$ cat config.mk
export PLATFORM = sky130hd
export DESIGN_NAME = virtio_used_ring_writer
export DESIGN_NICKNAME = d
export VERILOG_FILES = /design/src/rtl/virtio_pkg.sv /design/src/rtl/virtio_used_ring_writer.sv
export SDC_FILE = /design/constraint.sdc
export NUM_CORES = 1
export LEC_CHECK = 0
export CORE_AREA = 2 2 189 191
export DETAILED_ROUTE_END_ITERATION = 7
export DIE_AREA = 0 0 191 193
export HOLD_SLACK_MARGIN = 0.12
export SLEW_MARGIN = 20
export SYNTH_ARGS = -nofsm -noshare
export SYNTH_HDL_FRONTEND = slang
export SYNTH_SLANG_ARGS = --single-unit
$ cat constraint.sdc
create_clock -name clk -period 9.2 [get_ports clk]
set_input_delay 1.84 -clock clk [delete_from_list [all_inputs] [get_ports clk]]
set_output_delay 1.84 -clock clk [all_outputs]
set_load 0.005 [all_outputs]
$ cat src/rtl/virtio_pkg.sv
// Shared constants for the virtio shell blocks: FSM encodings, used-ring layout
// offsets and AXI response codes.
package virtio_pkg;

  localparam logic [3:0] S_IDLE  = 4'd0;
  localparam logic [3:0] S_EL_AW = 4'd1;
  localparam logic [3:0] S_EL_W0 = 4'd2;
  localparam logic [3:0] S_EL_W1 = 4'd3;
  localparam logic [3:0] S_EL_B  = 4'd4;
  localparam logic [3:0] S_IX_AW = 4'd5;
  localparam logic [3:0] S_IX_W  = 4'd6;
  localparam logic [3:0] S_IX_B  = 4'd7;
  localparam logic [3:0] S_IRQ   = 4'd8;

  localparam int unsigned USED_IDX_OFF    = 2;
  localparam int unsigned USED_RING_OFF   = 4;
  localparam int unsigned USED_ELEM_BYTES = 8;

  localparam logic [1:0] AXI_RESP_OKAY   = 2'b00;
  localparam logic [1:0] AXI_RESP_EXOKAY = 2'b01;
  localparam logic [1:0] AXI_RESP_SLVERR = 2'b10;
  localparam logic [1:0] AXI_RESP_DECERR = 2'b11;

  // Byte strobe for a 16-bit field at the given byte offset within a 32-bit word.
  function automatic logic [3:0] half_strb(input int unsigned off);
    return (off[1]) ? 4'b1100 : 4'b0011;
  endfunction

endpackage

$ cat src/rtl/virtio_used_ring_writer.sv
// Virtqueue completion engine: writes one used-ring element plus used.idx over
// AXI4 per accepted completion, then raises a one-cycle per-queue interrupt.
module virtio_used_ring_writer
  import virtio_pkg::*;
#(
  parameter int NUM_QUEUES = 3,
  parameter int ADDR_W     = 64,
  parameter int IDX_W      = 16,
  localparam int QID_W     = (NUM_QUEUES > 1) ? $clog2(NUM_QUEUES) : 1
) (
  input  logic                         clk,
  input  logic                         csr_rst,
  input  logic                         cpl_valid,
  output logic                         cpl_ready,
  input  logic [QID_W-1:0]             cpl_qid,
  input  logic [31:0]                  cpl_id,
  input  logic [31:0]                  cpl_len,
  input  logic [NUM_QUEUES-1:0]        queue_enable,
  input  logic [NUM_QUEUES*IDX_W-1:0]  queue_size,
  input  logic [NUM_QUEUES*ADDR_W-1:0] queue_used_addr,
  output logic                         m_awvalid,
  input  logic                         m_awready,
  output logic [ADDR_W-1:0]            m_awaddr,
  output logic [7:0]                   m_awlen,
  output logic [2:0]                   m_awsize,
  output logic                         m_wvalid,
  input  logic                         m_wready,
  output logic [31:0]                  m_wdata,
  output logic [3:0]                   m_wstrb,
  output logic                         m_wlast,
  input  logic                         m_bvalid,
  output logic                         m_bready,
  input  logic [1:0]                   m_bresp,
  output logic [NUM_QUEUES*IDX_W-1:0]  used_idx,
  output logic [NUM_QUEUES-1:0]        irq_pulse,
  output logic [NUM_QUEUES-1:0]        err_sticky
);

  logic [3:0]                  state;
  logic [QID_W-1:0]            qid_r;
  logic [31:0]                 id_r;
  logic [31:0]                 len_r;
  logic [NUM_QUEUES*IDX_W-1:0] used_idx_r;
  logic [NUM_QUEUES-1:0]       err_r;

  logic                  in_ok;
  logic [NUM_QUEUES-1:0] in_onehot;
  logic [NUM_QUEUES-1:0] cur_onehot;
  logic [IDX_W-1:0]      cur_size;
  logic [IDX_W-1:0]      cur_idx;
  logic [ADDR_W-1:0]     cur_base;
  logic [IDX_W-1:0]      slot;
  logic [IDX_W-1:0]      next_idx;
  logic [ADDR_W-1:0]     elem_addr;
  logic [ADDR_W-1:0]     idx_addr;

  // Out-of-range qids match no queue: they are dropped without touching any error bit.
  always_comb begin
    in_ok      = 1'b0;
    in_onehot  = '0;
    cur_onehot = '0;
    cur_size   = '0;
    cur_idx    = '0;
    cur_base   = '0;
    for (int i = 0; i < NUM_QUEUES; i++) begin
      if (cpl_qid == QID_W'(i)) begin
        in_onehot[i] = 1'b1;
        in_ok        = queue_enable[i] && (queue_size[i*IDX_W +: IDX_W] != '0);
      end
      if (qid_r == QID_W'(i)) begin
        cur_onehot[i] = 1'b1;
        cur_size      = queue_size[i*IDX_W +: IDX_W];
        cur_idx       = used_idx_r[i*IDX_W +: IDX_W];
        cur_base      = queue_used_addr[i*ADDR_W +: ADDR_W];
      end
    end
  end

  assign slot      = cur_idx & (cur_size - IDX_W'(1));
  assign next_idx  = cur_idx + IDX_W'(1);
  assign elem_addr = cur_base + ADDR_W'(USED_RING_OFF) + ADDR_W'(slot) * ADDR_W'(USED_ELEM_BYTES);
  assign idx_addr  = cur_base + (ADDR_W'(USED_IDX_OFF) & ~ADDR_W'(3));

  always_comb begin
    m_awvalid = 1'b0;
    m_awaddr  = '0;
    m_awlen   = 8'd0;
    m_wvalid  = 1'b0;
    m_wdata   = 32'd0;
    m_wstrb   = 4'h0;
    m_wlast   = 1'b0;
    m_bready  = 1'b0;
    case (state)
      S_EL_AW: begin
        m_awvalid = 1'b1;
        m_awaddr  = elem_addr;
        m_awlen   = 8'd1;
      end
      S_EL_W0: begin
        m_wvalid = 1'b1;
        m_wdata  = id_r;
        m_wstrb  = 4'hF;
      end
      S_EL_W1: begin
        m_wvalid = 1'b1;
        m_wdata  = len_r;
        m_wstrb  = 4'hF;
        m_wlast  = 1'b1;
      end
      S_IX_AW: begin
        m_awvalid = 1'b1;
        m_awaddr  = idx_addr;
      end
      S_IX_W: begin
        m_wvalid = 1'b1;
        m_wdata  = {next_idx, 16'h0000};
        m_wstrb  = half_strb(USED_IDX_OFF);
        m_wlast  = 1'b1;
      end
      S_EL_B, S_IX_B: m_bready = 1'b1;
      default: ;
    endcase
  end

  assign m_awsize   = 3'b010;
  assign cpl_ready  = (state == S_IDLE) && !csr_rst;
  assign irq_pulse  = (state == S_IRQ) ? cur_onehot : '0;
  assign used_idx   = used_idx_r;
  assign err_sticky = err_r;

  always_ff @(posedge clk) begin
    if (csr_rst) begin
      state      <= S_IDLE;
      qid_r      <= '0;
      id_r       <= '0;
      len_r      <= '0;
      used_idx_r <= '0;
      err_r      <= '0;
    end else begin
      case (state)
        S_IDLE: begin
          if (cpl_valid) begin
            qid_r <= cpl_qid;
            id_r  <= cpl_id;
            len_r <= cpl_len;
            if (in_ok) state <= S_EL_AW;
            else       err_r <= err_r | in_onehot;
          end
        end
        S_EL_AW: if (m_awready) state <= S_EL_W0;
        S_EL_W0: if (m_wready)  state <= S_EL_W1;
        S_EL_W1: if (m_wready)  state <= S_EL_B;
        S_EL_B: begin
          if (m_bvalid) begin
            if (m_bresp != AXI_RESP_OKAY) begin
              err_r <= err_r | cur_onehot;
              state <= S_IDLE;
            end else begin
              state <= S_IX_AW;
            end
          end
        end
        S_IX_AW: if (m_awready) state <= S_IX_W;
        S_IX_W:  if (m_wready)  state <= S_IX_B;
        // A failed index write still commits: the element is already in host memory.
        S_IX_B: begin
          if (m_bvalid) begin
            if (m_bresp != AXI_RESP_OKAY) err_r <= err_r | cur_onehot;
            for (int i = 0; i < NUM_QUEUES; i++) begin
              if (qid_r == QID_W'(i)) used_idx_r[i*IDX_W +: IDX_W] <= next_idx;
            end
            state <= S_IRQ;
          end
        end
        S_IRQ:   state <= S_IDLE;
        default: state <= S_IDLE;
      endcase
    end
  end

endmodule
Yosys cells after proc, flatten, opt, wreduce, memory -nomap -nowiden
Cells that the tools add are included.

Register bits after elaboration: 121. Output and inout bits: 170. Logic and storage cells: 106.

$add $sub $neg: 4. Equality and inequality tests: 24. Mux-type cells: 43. Bitwise logic cells: 3. Reductions and logical operators: 24.

Operators with widths (count): $mux 64 (3); $pmux 64 s2 (1); $mux 16 (6); $pmux 32 s3 (1); $add 64x19->64 (1); $add 64x3->64 const B (1); $reduce_bool 16->1 (3); $mux 4 (9); $pmux 4 s8 (1); $ne 2x2->1 const B (10); $mux 3 (6); $add 16x1->16 const B (1); $and 16x16->16 (1); $eq 4x3->1 const B (4); $sub 16x1->16 const B (1); $mux 1 (14); $reduce_and 3->1 (3); $reduce_and 9->1 (1); $eq 4x2->1 const B (2); $pmux 4 s2 (1); $reduce_or 2->1 (4); $or 3x3->3 (2); $pmux 3 s2 (1); $reduce_and 5->1 (1); 12 further kinds (20).

Longest topological paths before layout
Gate-level depths: netlist of run 1.

Depth in word-level cells: 8. Mapped depth: 24.

Worst setup path after synthesis of run 1
No wires, ideal clock.

Path type: input-to-output. From: input port queue_size[23]. To: output port m_awaddr[47]. Arrival time: 5424 ps. Required time: 7360 ps. Slack: 1936 ps. Cell stages on the path: 17. Buffers on the path: 3. Path through: mux2i_1 -> a2bb2oi_1 -> or4b_1 -> nor3_2 -> nand3b_1 -> xnor2_1 -> nor2_1 -> ha_1 -> clkbuf_1 -> nand4_1 -> nor4_1 -> nand2b_1 -> clkbuf_1 -> a2111o_1 -> clkbuf_1 -> o31a_1 -> nor3_1.

Word-level cells in the longest chain between the ends: 6.

RTL lines: start, declared (RTL line virtio_used_ring_writer.sv:19) `input logic [NUM_QUEUES*IDX_W-1:0] queue_size,`; $mux 16 (2 in a row) (RTL line virtio_used_ring_writer.sv:70) `if (qid_r == QID_W'(i)) begin`; $sub 16x1->16 (RTL line virtio_used_ring_writer.sv:79) `assign slot = cur_idx & (cur_size - IDX_W'(1));`; $and 16x16->16 (RTL line virtio_used_ring_writer.sv:79); $add 64x19->64 (RTL line virtio_used_ring_writer.sv:81) `assign elem_addr = cur_base + ADDR_W'(USED_RING_OFF) + ADDR_W'(slot) * ADDR_W'(USED_ELEM_BYTES);`; $pmux 64 s2 (RTL line virtio_used_ring_writer.sv:93) `case (state)`; end, declared (RTL line virtio_used_ring_writer.sv:23) `output logic [ADDR_W-1:0] m_awaddr,`.

Every way passes these cells.

Worst setup path in the final report of run 1
From: input port queue_size[23]. To: output port m_awaddr[43].

Same word-level chain as after synthesis.

==> results of run 1 <==
## final cells by class
type,instances,area (sq um)
antenna,5,12.51
clock buffer,19,442.9
multi-input combinational,1201,7408
clock inverter,13,112.6
inverter,28,105.1
timing repair buffer,505,4980
sequential,121,2431
tap,461,576.8
fill,3603,18900
## per-layer routing
layer / share of wire [%] / wire length [um]
met1: 41 / 20500
met5: 0.014 / 7
met2: 47 / 23610
met4: 2.4 / 1198
met3: 9.9 / 4978
## synthesized netlist by cell type, types with 6 or more instances
master / instances
a31o_2: 6
nand2b_1: 7
nand3_1: 30
inv_1: 28
nor2_1: 95
nand2_1: 280
o31a_1: 7
ha_1: 18
buf_2: 16
nor2b_1: 9
dfxtp_1: 121
a21oi_1: 161
and3_1: 15
clkbuf_1: 67
o2bb2ai_1: 30
o21ai_0: 62
nor3_1: 41
xor2_1: 13
o22ai_1: 19
o31ai_1: 15
a31oi_1: 9
nor3b_1: 9
buf_1: 8
and2_1: 13
nand3b_1: 8
nand4_1: 28
buf_6: 6
mux2i_1: 129
nor4_1: 29
or2_2: 8
and4_1: 6
or3_1: 7
xnor2_1: 27
a2bb2oi_1: 32
or4_1: 7
a211oi_1: 6
buf_4: 17
## worst max-delay path by stage
| stage | depth (start not counted) | from | endpoint | slack, ns |
|---|---|---|---|---|
| after detailed placement | 16 | queue_size[23] | m_awaddr[47] | 0.42 |
| after floorplan | 17 | queue_size[23] | m_awaddr[47] | 1.94 |
| after CTS | 16 | queue_size[23] | m_awaddr[47] | 0.40 |
| after global placement | 16 | queue_size[23] | m_awaddr[47] | 0.43 |
| final | 17 | queue_size[23] | m_awaddr[43] | 0.41 |
| after global routing | 17 | queue_size[23] | m_awaddr[41] | 0.08 |
## worst max-delay path, cell delays in order
cell	delay, ns
clkdlybuf4s50_1	0.44
mux2i_1	0.15
a2bb2oi_1	0.45
or4b_1	0.55
nor3_2	0.29
nand3b_1	0.15
xnor2_1	0.21
nor2_1	0.07
ha_1	0.45
nand4_1	0.16
inv_1	0.10
nand4_1	0.09
o211a_1	0.25
a2111o_1	0.65
or4_1	0.48
and3_1	0.18
clkdlybuf4s50_1	0.44
## layout by cell type, fill, tap and decap left out, drive strengths merged, types with 32 or more instances in the layout
cell type and n:
nand2 280, o21ai 63, nor3 42, a21oi 161, mux2i 129, a2bb2oi 32, dfxtp 121, inv 34
clkdlybuf4s50 475, nor2 95, o2bb2ai 34
## sequential cells by signal, indices dropped and copies added, names as in the netlist
signal      flops
used_idx       48
id_r           32
len_r          32
state           4
err_sticky      3
qid_r           2
## metrics by stage
stage / util (%) / area, sq um / setup slack (ns)
2_1_floorplan: - / 10530 / 1.936
3_3_place_gp: 44.33 / 15500 / 0.4309
3_5_place_dp: 44.33 / 15500 / 0.4216
4_1_cts: 45.92 / 16060 / 0.3969
5_1_grt: 45.95 / 16070 / 0.07775
6_report: 45.96 / 16070 / 0.4148
## power breakdown
part / internal, uW / switching (uW)
clock: 359 / 268
combinational: 393 / 436
sequential: 558 / 23.8
total: 1310 / 727
## logic make-up (layout without fill, tap and decap cells)
| logic type | Yosys count | count (layout) | synth area share, % |
|---|---|---|---|
| muxes | 131 | 131 | 12.51 |
| xor gates and xnor gates | 40 | 40 | 3.336 |
| buffers and inverters | 145 | 565 | 6.756 |
| other | 2 | 15 | 0.07151 |
| and+or+nand+nor | 607 | 607 | 27.58 |
| DFF | 121 | 121 | 23.07 |
| AOI/OAI and AO/OA | 394 | 394 | 24.34 |
| adders and majority gates | 19 | 19 | 2.335 |
==> results by group, run 1 <==
Layout
  – Final nets: 2210
  – Post-route insts no fill: 2353
  – Area grow syn2layout: 53.02%
  – Share of post-route cells with drive strength above 1: 5.140%

Timing
  – Final min period: 8.785 ns
  – Slew at the pin closest to its max-slew limit: 0.9940 ns
  – Max Slew Vio Count: 0
  – Max Fclk: 0.1138 GHz
  – Hold WS: 0.4546 ns
  – Layout Skew: 0.01328 ns
  – Final hold vios: 0
  – Sum of negative setup slack: 0 ns
  – Setup-failing EPs final: 0
  – Final period utilization: 95.49%
  – RSZ-0062 raised after global routing: false
  – Rel. slew slack: 33.49%

Floorplanning
  – I/O pin total: 487
  – Initial core utilization: 30.03%
  – CORE AREA: 34960 sq um
  – Site Rows: 69
  – Die area: 36860 sq um
  – Die Y: 193 um
  – Die Span X: 191 um

Setup path
  – Flop-to-flop setup slack: 5.57 ns
  – Max FO, Critical Path: 13
  – R2R Path End: used_idx[30]$_SDFFE_PP0P_
  – Crit start category: primary input
  – Kind of critical path: primary input to primary output
  – Data required, critical path: 7.36 ns
  – Start of the worst register-to-register path: qid_r[0]$_SDFFE_PP0P_
  – Crit path DAT: 6.95 ns
  – Crit. End Element: primary output
  – FF-to-FF path depth: 8

CTS
  – Clock latency on the worst-skew pair: 0.42 ns
  – CTS tree: built
  – H-tree lvl count: 4
  – Max Buffers Root-to-Sink: 2
  – CTS clk-pin slew, worst paths: 0.06 ns
  – Root Driver: clkbuf_16
  – Cts hold-fix bufs: 0
  – Num CTS Buffers: 17
  – Post-CTS sizing: 0
  – Post-CTS setup buffers: 0
  – Sinks on Clock Net: 121

Placed design
  – GP Congestion: 0.9348
  – Port-buffer cells: 476
  – Detailed placement HPWL: 40140 um
  – Inst Count DP: 2316

Detailed routing
  – Drc violations: 0
  – Vias per std cell: 5.364
  – Post-DRT Antenna Nets: 0
  – Final WL: 50290 um
  – WL per Instance: 21.37 um
  – Via count: 12620
  – TritonRoute pass-1 iters: 6
  – DR iter-0 viols: 783

Synth
  – Ranking of synthesized cells by area: dfxtp_1, mux2i_1, nand2_1, a21oi_1, nor2_1
  – Average cell area after synthesis: 7.198 sq um
  – Seq/Total Area, Yosys: 23.07%
  – Post-synth top area share: 23.07%
  – Number of synthesized flops with an enable pin: 0
  – Yosys reg bits: 121
  – Most area-hungry cell type in the Yosys netlist: dfxtp_1
  – Async SR Flop Fraction: 0%
  – Cell variety after synth: 78
  – Post-Synthesis Cell Area: 10500 sq um
  – Syn Inst Count: 1459
  – Most common flop cell mapped by yosys: dfxtp_1
  – Synth warn: 0

Global routing
  – Initial antenna violation count: 7
  – Largest net degree at the start of global routing: 54
  – Vias in the first global route: 11880
  – First-pass GRT wire length: 73000 um
  – Met3 Use GR: 7.548%
  – Met2 usage: 43.16%
  – GRT met1 Usage: 32.28%
  – Grt total ovfl: 0
  – GRT Resource Usage Total: 25.98%
  – Top Usage Layer GRT: met2

Hold path
  – Hold Path End: len_r[10]$_SDFFE_PP0P_
  – Hold Path Class: flip-flop to flip-flop
  – Hold Path Stages: 2
  – HP Start: len_r[10]$_SDFFE_PP0P_

Flow run
  – Maximum capacitance violations: 0

Pwr
  – Total power: 2037 uW
  – Leakage: 0.005369 uW
  – Power per cell area: 126.8 nW/um^2
  – Peak VDD IR: 0.0001255 V

Status
  – Status: completed
Power figures use the tool's default switching activity.
==> run 2, diff against run 1 <==
--- a/config.mk
+++ b/config.mk
@@ -5,10 +5,15 @@
 export SDC_FILE = /design/constraint.sdc
 export NUM_CORES = 1
 export LEC_CHECK = 0
-export CORE_AREA = 2 2 189 191
+export CELL_PAD_IN_SITES_DETAIL_PLACEMENT = 2
+export CELL_PAD_IN_SITES_GLOBAL_PLACEMENT = 2
+export CORE_MARGIN = 1
+export CORE_UTILIZATION = 24
 export DETAILED_ROUTE_END_ITERATION = 7
-export DIE_AREA = 0 0 191 193
 export HOLD_SLACK_MARGIN = 0.12
+export PLACE_DENSITY_LB_ADDON = 0.1
+export RECOVER_POWER = 25
+export SKIP_CTS_REPAIR_TIMING = 1
 export SLEW_MARGIN = 20
 export SYNTH_ARGS = -nofsm -noshare
 export SYNTH_HDL_FRONTEND = slang
==> results by group, run 2 (synthesis results as in run 1) <==
Detailed routing
  – TritonRoute pass-1 iters: 4
  – Final WL: 57910 um
  – Drc violations: 0
  – DR iter-0 viols: 399
  – WL per Instance: 23.50 um
  – Post-DRT Antenna Nets: 0
  – Vias per std cell: 5.180
  – Via count: 12760

Setup path
  – Data required, critical path: 7.36 ns
  – Kind of critical path: primary input to primary output
  – Start of the worst register-to-register path: state[0]$_SDFFE_PP0P_
  – Crit. End Element: primary output
  – Max FO, Critical Path: 13
  – R2R Path End: len_r[7]$_SDFFE_PP0P_
  – Crit start category: primary input
  – Crit path DAT: 7.02 ns
  – FF-to-FF path depth: 6
  – Flop-to-flop setup slack: 4.93 ns

Pwr
  – Peak VDD IR: 0.0001216 V
  – Comb pwr share: 40.0%
  – Clock network fraction of design power: 32.1%
  – P_sw: 742.3 uW
  – Internal power: 1383 uW
  – Power per cell area: 131.3 nW/um^2
  – Flop pwr share: 27.9%
  – Leakage: 0.005399 uW
  – Switch share: 34.92%

Hold path
  – Hold Path Class: flip-flop to flip-flop
  – Hold Path End: len_r[24]$_SDFFE_PP0P_
  – HP Start: len_r[24]$_SDFFE_PP0P_
  – Hold Path Stages: 2

CTS
  – Max Buffers Root-to-Sink: 2
  – Num CTS Buffers: 17
  – Root Driver: clkbuf_16
  – Sinks on Clock Net: 121
  – Clock latency on the worst-skew pair: 0.43 ns
  – CTS tree: built
  – CTS clk-pin slew, worst paths: 0.06 ns
  – H-tree lvl count: 4

Placed design
  – Post-DP Area: 15600 sq um
  – GP Congestion: 0.8562
  – Port-buffer cells: 476
  – Detailed placement HPWL: 45550 um

Floorplanning
  – Die Y: 211.2 um
  – Initial core utilization: 24.38%
  – Die area: 44600 sq um
  – I/O pin total: 487
  – Die Span X: 211.2 um
  – Site Rows: 76
  – CORE AREA: 43080 sq um

Status
  – Failing checks: capacitance limit, slew limit
  – Status: complete, but fails checks

Timing
  – Slew at the pin closest to its max-slew limit: 2.991 ns
  – Setup-failing EPs final: 0
  – RSZ-0062 raised after global routing: false
  – Layout Skew: 0.005951 ns
  – Final min period: 8.860 ns
  – Rel. slew slack: -99.38%
  – Max Slew Vio Count: 67
  – Final period utilization: 96.31%
  – Final hold vios: 0
  – Sum of negative setup slack: 0 ns
  – Max Fclk: 0.1129 GHz

Layout
  – Multi-input gate area: 7423 sq um
  – Final nets: 2202
  – Area grow syn2layout: 54.15%
  – Max reg flops: 48
  – Most frequent cells in the layout: clkdlybuf4s50_1, nand2_1, a21oi_1, mux2i_1, dfxtp_1
  – Fill count: 4977
  – Commonest non-fill, non-tap cell in the layout: clkdlybuf4s50_1
  – Reg area: 2431 sq um
  – Share of post-route cells with drive strength above 1: 4.633%
  – Finished layout cell area: 16190 sq um

Global routing
  – Grt total ovfl: 0
  – First-pass GRT wire length: 85180 um
  – Largest net degree at the start of global routing: 81
  – Vias in the first global route: 13580
  – Initial antenna violation count: 5
  – GRT Resource Usage Total: 25.17%

Flow run
  – Maximum capacitance violations: 1
run 2: cell types whose count changed in the layout (fill, tap and decap cells not counted), moves of 2 or more:
cell | before | now
buf_4 | 30 | 21
clkbuf_1 | 1 | 6
clkinv_2 | 0 | 3
inv_8 | 2 | 0
clkinvlp_4 | 5 | 0
clkdlybuf4s50_1 | 475 | 462
bufinv_16 | 0 | 3
diode_2 | 5 | 1
inv_6 | 4 | 0
dlygate4sd3_1 | 0 | 13
run 2: routing by layer:
| metal | track usage, % | up-vias | routed length (um) |
|---|---|---|---|
| li1 | - | 6080 | - |
| met1 | 30.23 | 6278 | 24860 |
| met2 | 44.02 | 353 | 28180 |
| met3 | 6.482 | 48 | 3667 |
| met4 | 6.847 | 4 | 1181 |
| met5 | 0 | - | 23 |
run 2: worst max path at each step:
stage,depth (start not counted),end,slack (ns),start
6_report,16,m_awaddr[43],0.34,queue_size[22]
5_1_grt,16,m_awaddr[43],0.09,queue_size[22]
4_1_cts,17,m_awaddr[50],0.23,queue_size[16]
3_5_place_dp,17,m_awaddr[50],0.26,queue_size[16]
3_3_place_gp,16,m_awaddr[41],0.40,queue_size[23]
2_1_floorplan,17,m_awaddr[47],1.94,queue_size[23]
run 2: critical path: stages:
cell	delay, ns
clkdlybuf4s50_1	0.48
mux2i_1	0.18
o2bb2ai_1	0.21
or4b_1	0.66
nor3_2	0.30
nand3b_1	0.14
xnor2_1	0.21
nor2_1	0.07
ha_1	0.47
nand4_1	0.18
nor4_1	0.26
nand2b_1	0.27
a2111o_2	0.69
or4_1	0.45
and3_1	0.18
clkdlybuf4s50_1	0.44
run 2: layout make-up:
class                   instances  area share (%)
multi-input cells            1201           45.86
repair buffers                497           30.37
flip-flops and latches        121           15.02
well taps                     585           4.522
clock buffers                  23           2.829
clock inverters                 8          0.7420
inverters                      28          0.6493
diodes                          1         0.01546
run 2: power by group through the flow:
stage	Clock [uW]	Combinational, uW	Sequential, uW
6_report	683	850	592
3_5_place_dp	0	851	604
4_1_cts	700	858	593
3_3_place_gp	0	836	602
2_1_floorplan	0	457	581
5_1_grt	715	920	597
run 2: metrics by stage:
step                total power, uW  setup slack [ns]  util [%]  instances  hold WS [ns]
floorplan                      1039             1.936         -       1467        0.4329
detailed placement             1456            0.2630     36.22       2432        0.4499
global route                   2232           0.08791     37.58       2464        0.4768
CTS                            2150            0.2311     37.57       2463        0.4579
finish                         2126            0.3398     37.58       2464        0.4540
global placement               1438            0.3995     36.22       2432        0.4427
